## src/rtl/send_capture.sv

```systemverilog
// -----------------------------------------------------------------------------
// send_capture
//
// Streams one capture frame to a UART transmitter through a four-phase
// fresh/taken handshake. A frame is a fixed seven-byte header (sync byte,
// sampling rate, trigger edge, threshold, pattern length, pattern, sample
// count) followed by N bytes read from an external synchronous sample buffer.
//
// Optional feature: define SEND_CAPTURE_CHECKSUM_EN to append one trailing
// byte holding the XOR of every preceding frame byte. Without the macro the
// frame ends after the last sample and no checksum logic is built.
//
// Parameters
//   SYNC_BYTE      first byte of every frame
// Ports
//   clk            sole clock, rising edge
//   rst_n          asynchronous active-low reset
//   start          one-cycle frame request, honoured only when idle
//   configuration  {sampling_rate[7:0], trigger_edge, threshold[7:0],
//                   pattern_len[3:0], pattern[7:0]}
//   start_addr     buffer address of the first sample
//   sample_count   samples to send, 0 means 256
//   rd_addr        buffer read address
//   rd_data        buffer data, valid one cycle after rd_addr
//   tx_data        byte offered to the transmitter
//   tx_data_fresh  tx_data valid (level)
//   tx_data_taken  transmitter acknowledge (level)
//   busy           frame in progress
//   done           one-cycle pulse after the last byte is released
// -----------------------------------------------------------------------------
module send_capture #(
    parameter logic [7:0] SYNC_BYTE = 8'h5A
) (
    input  logic        clk,
    input  logic        rst_n,
    input  logic        start,
    input  logic [28:0] configuration,
    input  logic [7:0]  start_addr,
    input  logic [7:0]  sample_count,
    output logic [7:0]  rd_addr,
    input  logic [7:0]  rd_data,
    output logic [7:0]  tx_data,
    output logic        tx_data_fresh,
    input  logic        tx_data_taken,
    output logic        busy,
    output logic        done
);

    localparam logic [8:0] HDR_BYTES = 9'd7;

    typedef enum logic [2:0] {
        IDLE,
        LOAD,
        FETCH,
        OFFER,
        RELEASE,
        DONE
    } state_e;

    state_e      state_q,   state_d;
    logic [28:0] cfg_q,     cfg_d;
    logic [7:0]  count_q,   count_d;
    logic [8:0]  pos_q,     pos_d;      // index of the byte being sent
    logic [7:0]  rd_addr_q, rd_addr_d;  // address of the next sample to fetch
    logic [7:0]  tx_data_q, tx_data_d;
    logic [8:0]  n_samples;
    logic [8:0]  last_pos;
    logic [7:0]  hdr_byte;
`ifdef SEND_CAPTURE_CHECKSUM_EN
    logic [7:0]  csum_q,    csum_d;
`endif

    assign n_samples = (count_q == 8'd0) ? 9'd256 : {1'b0, count_q};

`ifdef SEND_CAPTURE_CHECKSUM_EN
    assign last_pos = HDR_BYTES + n_samples;          // checksum follows samples
`else
    assign last_pos = HDR_BYTES + n_samples - 9'd1;   // last sample ends frame
`endif

    always_comb begin
        // NOTE: a default before the case keeps every path assigned, so no latch is inferred.
        hdr_byte = SYNC_BYTE;
        case (pos_q[2:0])
            3'd1:    hdr_byte = cfg_q[28:21];
            3'd2:    hdr_byte = {7'b0, cfg_q[20]};
            3'd3:    hdr_byte = cfg_q[19:12];
            3'd4:    hdr_byte = {4'b0, cfg_q[11:8]};
            3'd5:    hdr_byte = cfg_q[7:0];
            3'd6:    hdr_byte = count_q;
            default: hdr_byte = SYNC_BYTE;
        endcase
    end

    always_comb begin
        state_d   = state_q;
        cfg_d     = cfg_q;
        count_d   = count_q;
        pos_d     = pos_q;
        rd_addr_d = rd_addr_q;
        tx_data_d = tx_data_q;
`ifdef SEND_CAPTURE_CHECKSUM_EN
        csum_d    = csum_q;
`endif
        case (state_q)
            IDLE: begin
                if (start) begin
                    cfg_d     = configuration;
                    count_d   = sample_count;
                    rd_addr_d = start_addr;
                    pos_d     = 9'd0;
`ifdef SEND_CAPTURE_CHECKSUM_EN
                    csum_d    = 8'h00;
`endif
                    state_d   = LOAD;
                end
            end
            LOAD: begin
                if (pos_q < HDR_BYTES) begin
                    tx_data_d = hdr_byte;
                    state_d   = OFFER;
`ifdef SEND_CAPTURE_CHECKSUM_EN
                end else if (pos_q == last_pos) begin
                    tx_data_d = csum_q;
                    state_d   = OFFER;
`endif
                end else begin
                    // rd_addr already holds this sample's address, so the
                    // buffer sees it during LOAD and answers during FETCH.
                    state_d = FETCH;
                end
            end
            FETCH: begin
                tx_data_d = rd_data;
                rd_addr_d = rd_addr_q + 8'd1;   // wraps FF -> 00
                state_d   = OFFER;
            end
            OFFER: begin
                if (tx_data_taken) begin
`ifdef SEND_CAPTURE_CHECKSUM_EN
                    csum_d  = csum_q ^ tx_data_q;
`endif
                    state_d = RELEASE;
                end
            end
            RELEASE: begin
                if (!tx_data_taken) begin
                    if (pos_q == last_pos) begin
                        state_d = DONE;
                    end else begin
                        pos_d   = pos_q + 9'd1;
                        state_d = LOAD;
                    end
                end
            end
            DONE:    state_d = IDLE;
            default: state_d = IDLE;
        endcase
    end

    // NOTE: state registers use non-blocking assignments so every flop samples pre-edge values.
    always_ff @(posedge clk or negedge rst_n) begin
        if (!rst_n) begin
            state_q   <= IDLE;
            cfg_q     <= '0;
            count_q   <= '0;
            pos_q     <= '0;
            rd_addr_q <= '0;
            tx_data_q <= '0;
`ifdef SEND_CAPTURE_CHECKSUM_EN
            csum_q    <= '0;
`endif
        end else begin
            state_q   <= state_d;
            cfg_q     <= cfg_d;
            count_q   <= count_d;
            pos_q     <= pos_d;
            rd_addr_q <= rd_addr_d;
            tx_data_q <= tx_data_d;
`ifdef SEND_CAPTURE_CHECKSUM_EN
            csum_q    <= csum_d;
`endif
        end
    end

    assign rd_addr       = rd_addr_q;
    assign tx_data       = tx_data_q;
    assign tx_data_fresh = (state_q == OFFER);
    assign busy          = (state_q != IDLE) && (state_q != DONE);
    assign done          = (state_q == DONE);

endmodule
```

## config.mk

```make
export PLATFORM = sky130hd
export DESIGN_NAME = send_capture
export DESIGN_NICKNAME = d
export VERILOG_FILES = /design/src/rtl/send_capture.sv
export SDC_FILE = /design/constraint.sdc
export NUM_CORES = 1
export LEC_CHECK = 0
export CORE_UTILIZATION = 50
export DETAILED_ROUTE_END_ITERATION = 6
export DONT_BUFFER_PORTS = 1
export GPL_TIMING_DRIVEN = 0
export PLACE_DENSITY_LB_ADDON = 0.2
export SLEW_MARGIN = 20
export SYNTH_ARGS = -nofsm -noshare
export SYNTH_HDL_FRONTEND = slang
export SYNTH_SLANG_ARGS = --single-unit
```

## constraint.sdc

```tcl
create_clock -name clk -period 2.2 [get_ports clk]
set_input_delay 0.55 -clock clk [delete_from_list [all_inputs] [get_ports clk]]
set_output_delay 0.55 -clock clk [all_outputs]
set_load 0.05 [all_outputs]
```

# After elaboration in Yosys (flattened, before gate mapping)
# Index checks and enable logic that the tools add are counted.
classes:
  n_eq_ne: 18
  n_reduce_logical: 12
  n_lt_le_gt_ge: 1
  muxes: 16
  add_sub_neg: 4
ops:
  columns: ["op", "n"]
  rows:
  - ["$pmux 8 s6", 1]
  - ["$mux 9", 4]
  - ["$pmux 8 s2", 2]
  - ["$pmux 9 s2", 1]
  - ["$mux 8", 2]
  - ["$eq 3x3->1 const B", 5]
  - ["$pmux 3 s5", 1]
  - ["$eq 3x2->1 const B", 4]
  - ["$mux 3", 4]
  - ["$add 3x9->9 const A", 1]
  - ["$add 9x1->9 const B", 1]
  - ["$eq 9x9->1", 1]
  - ["$lt 9x3->1 const B", 1]
  - ["$sub 9x1->9 const B", 1]
  - ["$add 8x1->8 const B", 1]
  - ["$logic_not 8->1", 1]
  - ["$ne 2x2->1 const B", 4]
  - ["$eq 3x1->1 const B", 2]
  - ["$reduce_and 2->1", 3]
  - ["$reduce_bool 2->1", 3]
  - ["$reduce_and 4->1", 1]
  - ["$logic_not 3->1", 1]
  - ["$ne 3x3->1 const B", 1]
  - ["$reduce_and 3->1", 1]
  - ["other kinds (4)", 4]
totals:
  input_bits: 57
  ff_bits: 65
  elab_cells: 57
  output_inout_bits: 19

# Logic depth before layout (Yosys ltp)
# Gate-level depths: netlist (run 1).
logic_depth:
  word_depth: 8
  ltp_mapped: 10
  depth_no_buf: 9

# Worst setup path before layout (run 1)
# Ideal clock, no wire load.
synth_timing:
  path_kind: "reg-to-reg"
  startpoint: "reg pos_q[0]"
  endpoint: "reg tx_data_q[1], in the netlist tx_data[1]"
  setup_time_ns: 0.064
  period_less_slack_ns: 2.339
  setup_slack_ns: -0.139
  required_ns: 2.136
  n_path_buf: 1
  arrival_time_ns: 2.275
  stages_incl_launch_ff: 8
  path_cell_list: "dfrtp_1 > ha_1 > ha_1 > buf_1 > a2111oi_0 > nor3_1 > a221oi_1 > a21o_1"
synth_via:
  elab_chain_len: 4
  word_cells_on_any_way: 12
  cone_classes: "order compare (1); eq/ne (7); mux (3); reduce/logical (1)"
synth_lines:
  columns: ["item", "line_no", "rtl"]
  rows:
  - ["start: declaration", "63", "logic [8:0] pos_q, pos_d;"]
  - ["start signal: assignment", "177", "pos_q <= pos_d;"]
  - ["parallel branches: the longest is 4 deep, another holds $lt 9x3->1", null, null]
  - ["end signal: assignment", "179", "tx_data_q <= tx_data_d;"]
  - ["end: declaration", "65", "logic [7:0] tx_data_q, tx_data_d;"]
# Several ways; the timed one is not identified. The select of a mux whose other input is x is not followed.
# A chain may end at the register's enable or synchronous reset.

# Worst setup path after layout (run 1)
layout_timing:
  startpoint: "reg count_q[5]"
  endpoint: "reg pos_q[4]"
layout_via:
  elab_chain_len: 7
layout_lines:
  columns: ["item", "line_no", "rtl"]
  rows:
  - ["start: declaration", "62", "logic [7:0] count_q, count_d;"]
  - ["start signal: assignment", "176", "count_q <= count_d;"]
  - ["$logic_not 8->1", "73", "assign n_samples = (count_q == 8'd0) ? 9'd256 : {1'b0, count_q};"]
  - ["$mux 9 (*)", "73", null]
  - ["$add 3x9->9 (*)", "78", "assign last_pos = HDR_BYTES + n_samples - 9'd1;"]
  - ["$sub 9x1->9 (*)", "78", null]
  - ["$eq 9x9->1 (*)", "148", "if (pos_q == last_pos) begin"]
  - ["$ne 2x2->1 (no line) (*)", null, null]
  - ["$reduce_and 4->1 (no line) (*)", null, null]
# Every way passes the cells marked *; elsewhere a longest branch is shown, timed or not.

==> results of run 1 <==
## cell usage in the layout, fill, tap and decap left out, drive strengths merged, types with 7 or more instances in the layout
cell type / Yosys / final
dfrtp: 65 / 65
o21ai: 18 / 18
xnor2: 9 / 9
nor2: 20 / 20
inv: 10 / 10
buf: 3 / 14
ha: 7 / 7
clkbuf: 22 / 30
nand2: 134 / 134
a21oi: 13 / 13
## stage by stage
stage	TNS [ns]	instances	setup slack, ns
after floorplan	-0.002031	402	-0.002031
after global placement	-8.641	479	-0.4025
after detailed placement	-4.987	479	-0.4379
after CTS	-0.4179	501	-0.1018
after global routing	-1.643	503	-0.2057
final	-0.5773	503	-0.1155
## registers in the layout, summed over array words and instances, names as in the netlist
register  flops
rd_addr       8
tx_data       8
cfg_q        29
pos_q         9
count_q       8
state_q       3
## area by class of cell
type | instances | area share
Clock inverter | 5 | 0.02532
Clock buffer | 11 | 0.03489
Timing Repair Buffer | 11 | 0.02470
Sequential cell | 65 | 0.4029
Tap cell | 77 | 0.02377
Multi-Input combinational cell | 301 | 0.4501
Buffer | 22 | 0.02717
Inverter | 11 | 0.01111
## worst max-delay path, cell delays in order, from the launching register on
cell and delay, ns:
dfrtp_2 0.42, or4_4 0.55, o22ai_4 0.20, xnor2_2 0.10
a2111oi_4 0.41, o21ai_2 0.13, buf_6 0.15, nand4_1 0.10
mux2i_1 0.18
## cells by family (layout without fill, tap and decap cells)
group                      after synthesis  after routing  share of synthesized area
adders and majority gates                7              7                    0.02528
muxes                                    4              4                    0.01228
xor gates and xnor gates                12             12                    0.03034
and+or+nand+nor                        203            203                     0.2608
DFF                                     65             65                     0.4695
AOI/OAI and AO/OA                       75             75                     0.1585
buffers and inverters                   36             60                    0.04334
## final timing paths
check                                         endpoint  depth (start not counted)  slack, ns                    from
worst min-delay path              pos_q[6]$_DFFE_PN0P_                          1       0.07                   rst_n
worst max register to register    pos_q[4]$_DFFE_PN0P_                          8      -0.12  count_q[5]$_DFFE_PN0P_
worst max-delay path              pos_q[4]$_DFFE_PN0P_                          8      -0.12  count_q[5]$_DFFE_PN0P_
min in group clk                  cfg_q[5]$_DFFE_PN0P_                          2       0.31        configuration[5]
worst min register to register    cfg_q[5]$_DFFE_PN0P_                          2       0.48    cfg_q[5]$_DFFE_PN0P_
max in group asynchronous       count_q[3]$_DFFE_PN0P_                          1       1.82                   rst_n
## metal layers
metal / part of all wire / global-route usage
met3: 0.046 / 0.05156
met1: 0.45 / 0.3668
met4: 0.017 / 0.09861
met5: 0 / 0
met2: 0.48 / 0.4399
## repair_timing
action | CTS | global route
resized for setup | 23 | 29
hold buffers | 1 | 0
endpoints found under the setup margin | 21 | 56
pin swaps | 11 | 14
buffers inserted | 5 | 5
hold endpoints to repair | 65 | 0
gates cloned | 1 | 0
## power groups by stage
| stage | logic, mW | registers, mW | clock network [mW] |
|---|---|---|---|
| global placement | 2.10 | 2.58 | 0 |
| floorplan | 1.74 | 2.47 | 0 |
| finish | 2.54 | 2.59 | 1.25 |
| global route | 2.88 | 2.65 | 1.31 |
| CTS | 2.41 | 2.55 | 1.26 |
| detailed placement | 2.15 | 2.60 | 0 |
==> impl_results.md, run 1 <==
- Final core utilization: 0.6205
- Kind of critical path: flip-flop to flip-flop
- Tightest Hold Check Type: input port to async pin
- Syn_nets: around 470
- Count of state elements after synthesis: 65
- FF/Latch Area: between 1500 and 2000 um2
- CTS tree: yes
- Fillers: 567
- Synth Instances: approximately 400
- Clock share of power: 0.196
- Synth top area cells: dfrtp_1 (47%), nand2_1 (15%), ha_1 (2.5%), o21ai_0 (2.5%), clkbuf_1 (2.4%)
- Cell with the most instances after synthesis: nand2_1
- Die height: around 85 um
- DR iter-0 viols: around 250
- Sequential power share: 0.405
- Post-synth top cells: nand2_1 (134), dfrtp_1 (65), clkbuf_1 (22)
- Remaining antenna violation count after routing: 0
- CP Capture Type: flip-flop
- Worst setup margin: -0.1155 ns
- Element type at the critical path start: flip-flop
- Pwr per Cell Area: 1575 nW/um2
- Slew Limit Fails: 0
- Number of flops mapped to enable cells by yosys: 0
- Vias in the first global route: 3047
- Share of layout cells above drive strength 1: 0.1620
- # setup viols final: 9
- Yosys top cell by area: dfrtp_1
- Worst EP required: between 2 and 2.5 ns
- Overall power: roughly 6.4 mW
- Drt drc: 0
- Switching share of power: 0.4483
- Fin. Hold Viols: 0
- WHS: ~0.074 ns
- Internal power: between 3 and 4 mW
- GR Util All Layers: 0.2720
- Initial antenna violation count: 0
- Yosys Warn Count: 0
- GRT overflow: 0
- IO Pins: between 70 and 80
- Global-route wire length before repair: ~15000 um
- Area after DPL: between 3000 and 4000 um2
- Combinational share of power: 0.398
- Failing checks: setup timing
- MaxCap Viol Count: 0
- DR WL/cell: between 15 and 20 um
- Die area: a little over 7000 um2
- H-Tree Depth: 3
- Clock Sinks: 65
- Starting density of the core: 0.5305
- Netlist cell types: 60
- Vias: 2997
- Seq/Total Area, Yosys: 0.4695
- ANT cells: 0
- WL final: around 9000 um
- Fin nets: between 400 and 500
- Clk slew on worst S/H paths: roughly 0.070 ns
- Clock buffer depth: 2
- Asr flop ratio synth: 1.000
- Sw Pwr: ~2.9 mW
- Buffers on Ports: 0
- Tcrit/Tclk final: 1.052
- Routed vias/inst: a little under 6
- Worst path arrival time: between 2 and 3 ns
- Largest net degree at the start of global routing: 66
- Max Fclk: 431.9 MHz
- Cell Area, Synth: about 3500 um2
- RSZ-0062 raised after global routing: yes
- Worst-Skew Late Latency: 0.34 ns
- Worst slew pin tran: slightly above 0.6 ns
- Post-layout min period: roughly 2.3 ns
- Worst Skew: slightly above 0.01 ns
- Finished Cell Area: 4053 um2
- Synth top area share: 0.4695
- CP Max Fanout: 5
- Area of the multi-input gates: ~1800 um2
- Die X: about 85 um
- Core footprint: 6531 um2
- Synth-to-layout area growth: 16.97%
- Normalized max-slew margin: 0.5903
- DP Wirelength: approximately 6000 um
- Mean Syn Cell Area: approximately 8.6 um2
- Row cnt: 29
- VDD IR max: between 0.8 and 0.9 mV
- Leakage: approximately 1.8 nW
- Number of CTS-inserted buffers: 9
- Drt first pass iters: 5
- Ys flop type: dfrtp_1
- Root Driver: clkbuf_8
- Final GP Congestion: 0.8353
- Status: finished with violations
No activity file was read; power rests on OpenSTA's default activity.
==> run 2, diff against run 1 <==
--- a/config.mk
+++ b/config.mk
@@ -5,7 +5,9 @@
 export SDC_FILE = /design/constraint.sdc
 export NUM_CORES = 1
 export LEC_CHECK = 0
-export CORE_UTILIZATION = 50
+export CELL_PAD_IN_SITES_DETAIL_PLACEMENT = 0
+export CELL_PAD_IN_SITES_GLOBAL_PLACEMENT = 1
+export CORE_UTILIZATION = 42
 export DETAILED_ROUTE_END_ITERATION = 6
 export DONT_BUFFER_PORTS = 1
 export GPL_TIMING_DRIVEN = 0
==> impl_results.md, run 2 (same netlist as run 1, synthesis figures left out) <==
- DR iter-0 viols: 203 (-20%)
- Kind of critical path: flip-flop to flip-flop
- VDD IR max: 0.5303 mV (-39%)
- MaxCap Viol Count: 0 (unchanged)
- Normalized max-slew margin: 0.5840 (-0.006307)
- Tightest Hold Check Type: input port to async pin
- # setup viols final: 9 (unchanged)
- H-Tree Depth: 3 (unchanged)
- Die area: 8616 um2 (+19%)
- Worst EP required: 2.45 ns (about the same)
- Vias in the first global route: 2892 (-5.1%)
- Largest net degree at the start of global routing: 66 (unchanged)
- Biggest regs: cfg_q (29), pos_q (9)
- Slew Limit Fails: 0 (unchanged)
- Core footprint: 7848 um2 (+20%)
- Share of layout cells above drive strength 1: 0.1549 (-0.007042)
- CTS tree: yes
- Tcrit/Tclk final: 1.079 (+0.02601)
- Vias: 2909 (-2.9%)
- Die X: 92.83 um (+8.9%)
- GRT overflow: 0 (unchanged)
- DR WL/cell: 17.50 um (-2.0%)
- ANT cells: 0 (unchanged)
- CP Max Fanout: 7 (+2)
- Remaining antenna violation count after routing: 0 (unchanged)
- Element type at the critical path start: flip-flop
- Fin nets: 485 (unchanged)
- Failing checks: setup timing
- Max Fclk: 421.5 MHz (-2.4%)
- Synth-to-layout area growth: 15.89%
- Fin. Hold Viols: 0 (unchanged)
- Clk slew on worst S/H paths: 0.07 ns (about the same)
- Clock Sinks: 65 (unchanged)
- WHS: 0.09319 ns (+0.01948 ns)
- Die height: 92.83 um (+8.9%)
- RSZ-0062 raised after global routing: yes
- Leakage: 1.797 nW (-2.2%)
- Worst Skew: 0.01089 ns (+0.0007082 ns)
- Drt first pass iters: 4 (-1)
- Worst-Skew Late Latency: 0.34 ns (about the same)
- Fillers: 778 (+37%)
- DP Wirelength: 6406 um (+4.6%)
- Worst setup margin: -0.1727 ns (-0.05723 ns)
- Final instance count without filler cells: 528 (+5.0%)
- Initial antenna violation count: 0 (unchanged)
- Clock buffer depth: 2 (unchanged)
- IO Pins: 76 (unchanged)
- Row cnt: 32 (+10%)
- Worst path arrival time: 2.63 ns (+0.06 ns)
- Post-placement cell count: 504 (+5.2%)
- Starting density of the core: 0.4415 (-0.08897)
- WL final: 9241 um (+2.8%)
- Max reg flops: 29 (unchanged)
- Root Driver: clkbuf_8
- Post-layout min period: 2.373 ns (+0.05723 ns)
- Status: finished with violations
- Most common cell after layout, fill and taps aside: nand2_1
- Pwr per Cell Area: 1524 nW/um2 (-3.2%)
- Drt drc: 0 (unchanged)
- Routed vias/inst: 5.509 (-7.5%)
- Final core utilization: 0.5116 (-0.1089)
- Largest Register: cfg_q
- Worst slew pin tran: 0.6240 ns (+0.009461 ns)
- Global-route wire length before repair: 14990 um (-2.0%)
- CP Capture Type: flip-flop
- Buffers on Ports: 0 (unchanged)
- Number of CTS-inserted buffers: 9 (unchanged)
- GR Util All Layers: 0.2292 (-0.04286)
- Most frequent cells in the layout: nand2_1 (134), dfrtp_1 (61), nor2_1 (18), clkbuf_1 (14), a21oi_1 (13)
- Final GP Congestion: 0.7799 (-6.6%)
[run 2: cell types whose count changed in the layout (fill, tap and decap cells not counted), sizes merged]
cell and delta:
bufinv -2, inv +2
[run 2: where the power goes]
group | switching [mW] | total, mW | internal, mW
registers | 0.875 | 2.57 | 1.69
logic | 1.49 | 2.50 | 1.01
clock network | 0.488 | 1.05 | 0.563
total | 2.85 | 6.12 | 3.27
[run 2: layout make-up]
type | instances | area (um2) | share of cell area
clock buffer | 11 | 141.4 | 0.03521
inverter | 11 | 41.29 | 0.01028
tap | 102 | 127.6 | 0.03179
multi-input combinational | 301 | 1804 | 0.4494
buffer | 21 | 95.09 | 0.02368
sequential | 65 | 1632 | 0.4064
clock inverter | 5 | 62.56 | 0.01558
timing repair buffer | 12 | 111.4 | 0.02773
[run 2: final timing paths]
path,start,to,slack (ns),cells past startpoint
max,count_q[1]$_DFFE_PN0P_,pos_q[5]$_DFFE_PN0P_,-0.17,8
min,rst_n,count_q[3]$_DFFE_PN0P_,0.09,1
max reg2reg,count_q[1]$_DFFE_PN0P_,pos_q[5]$_DFFE_PN0P_,-0.17,8
min reg2reg,cfg_q[22]$_DFFE_PN0P_,cfg_q[22]$_DFFE_PN0P_,0.48,2
max in group asynchronous,rst_n,count_q[6]$_DFFE_PN0P_,1.83,1
min in group clk,configuration[15],cfg_q[15]$_DFFE_PN0P_,0.31,2
[run 2: routing by layer]
layer	track usage	up-vias	routed length (um)
met5	0	-	0
met4	0.04359	0	57
met3	0.05829	5	391
met2	0.3762	62	4665
met1	0.3068	1403	4127
li1	-	1439	-
[run 2: timing repair]
item | CTS | global route
hold buffers | 1 | 0
gates cloned | 1 | 0
hold endpoints to repair | 65 | 0
resized for setup | 21 | 24
setup endpoints to repair | 21 | 57
pin swaps | 7 | 8
buffers inserted | 5 | 5
[run 2: worst max-delay path: stages, from the launching register on]
cell and delay (ns):
dfrtp_2 0.47, or4_4 0.51, o22ai_4 0.21, xnor2_2 0.11, a2111oi_4 0.43, o21ai_2 0.12
buf_6 0.15, nand4_1 0.11, mux2i_1 0.18
[run 2: stage by stage]
step | setup WS [ns] | TNS [ns] | cell area, um2 | total power [mW]
CTS | -0.1846 | -1.089 | 3939 | 6.028
detailed placement | -0.4266 | -5.248 | 3617 | 4.778
finish | -0.1727 | -1.034 | 4015 | 6.119
global route | -0.3051 | -1.888 | 4015 | 6.597
global placement | -0.4103 | -10.83 | 3612 | 4.730
floorplan | -0.002031 | -0.002031 | 3485 | 4.208
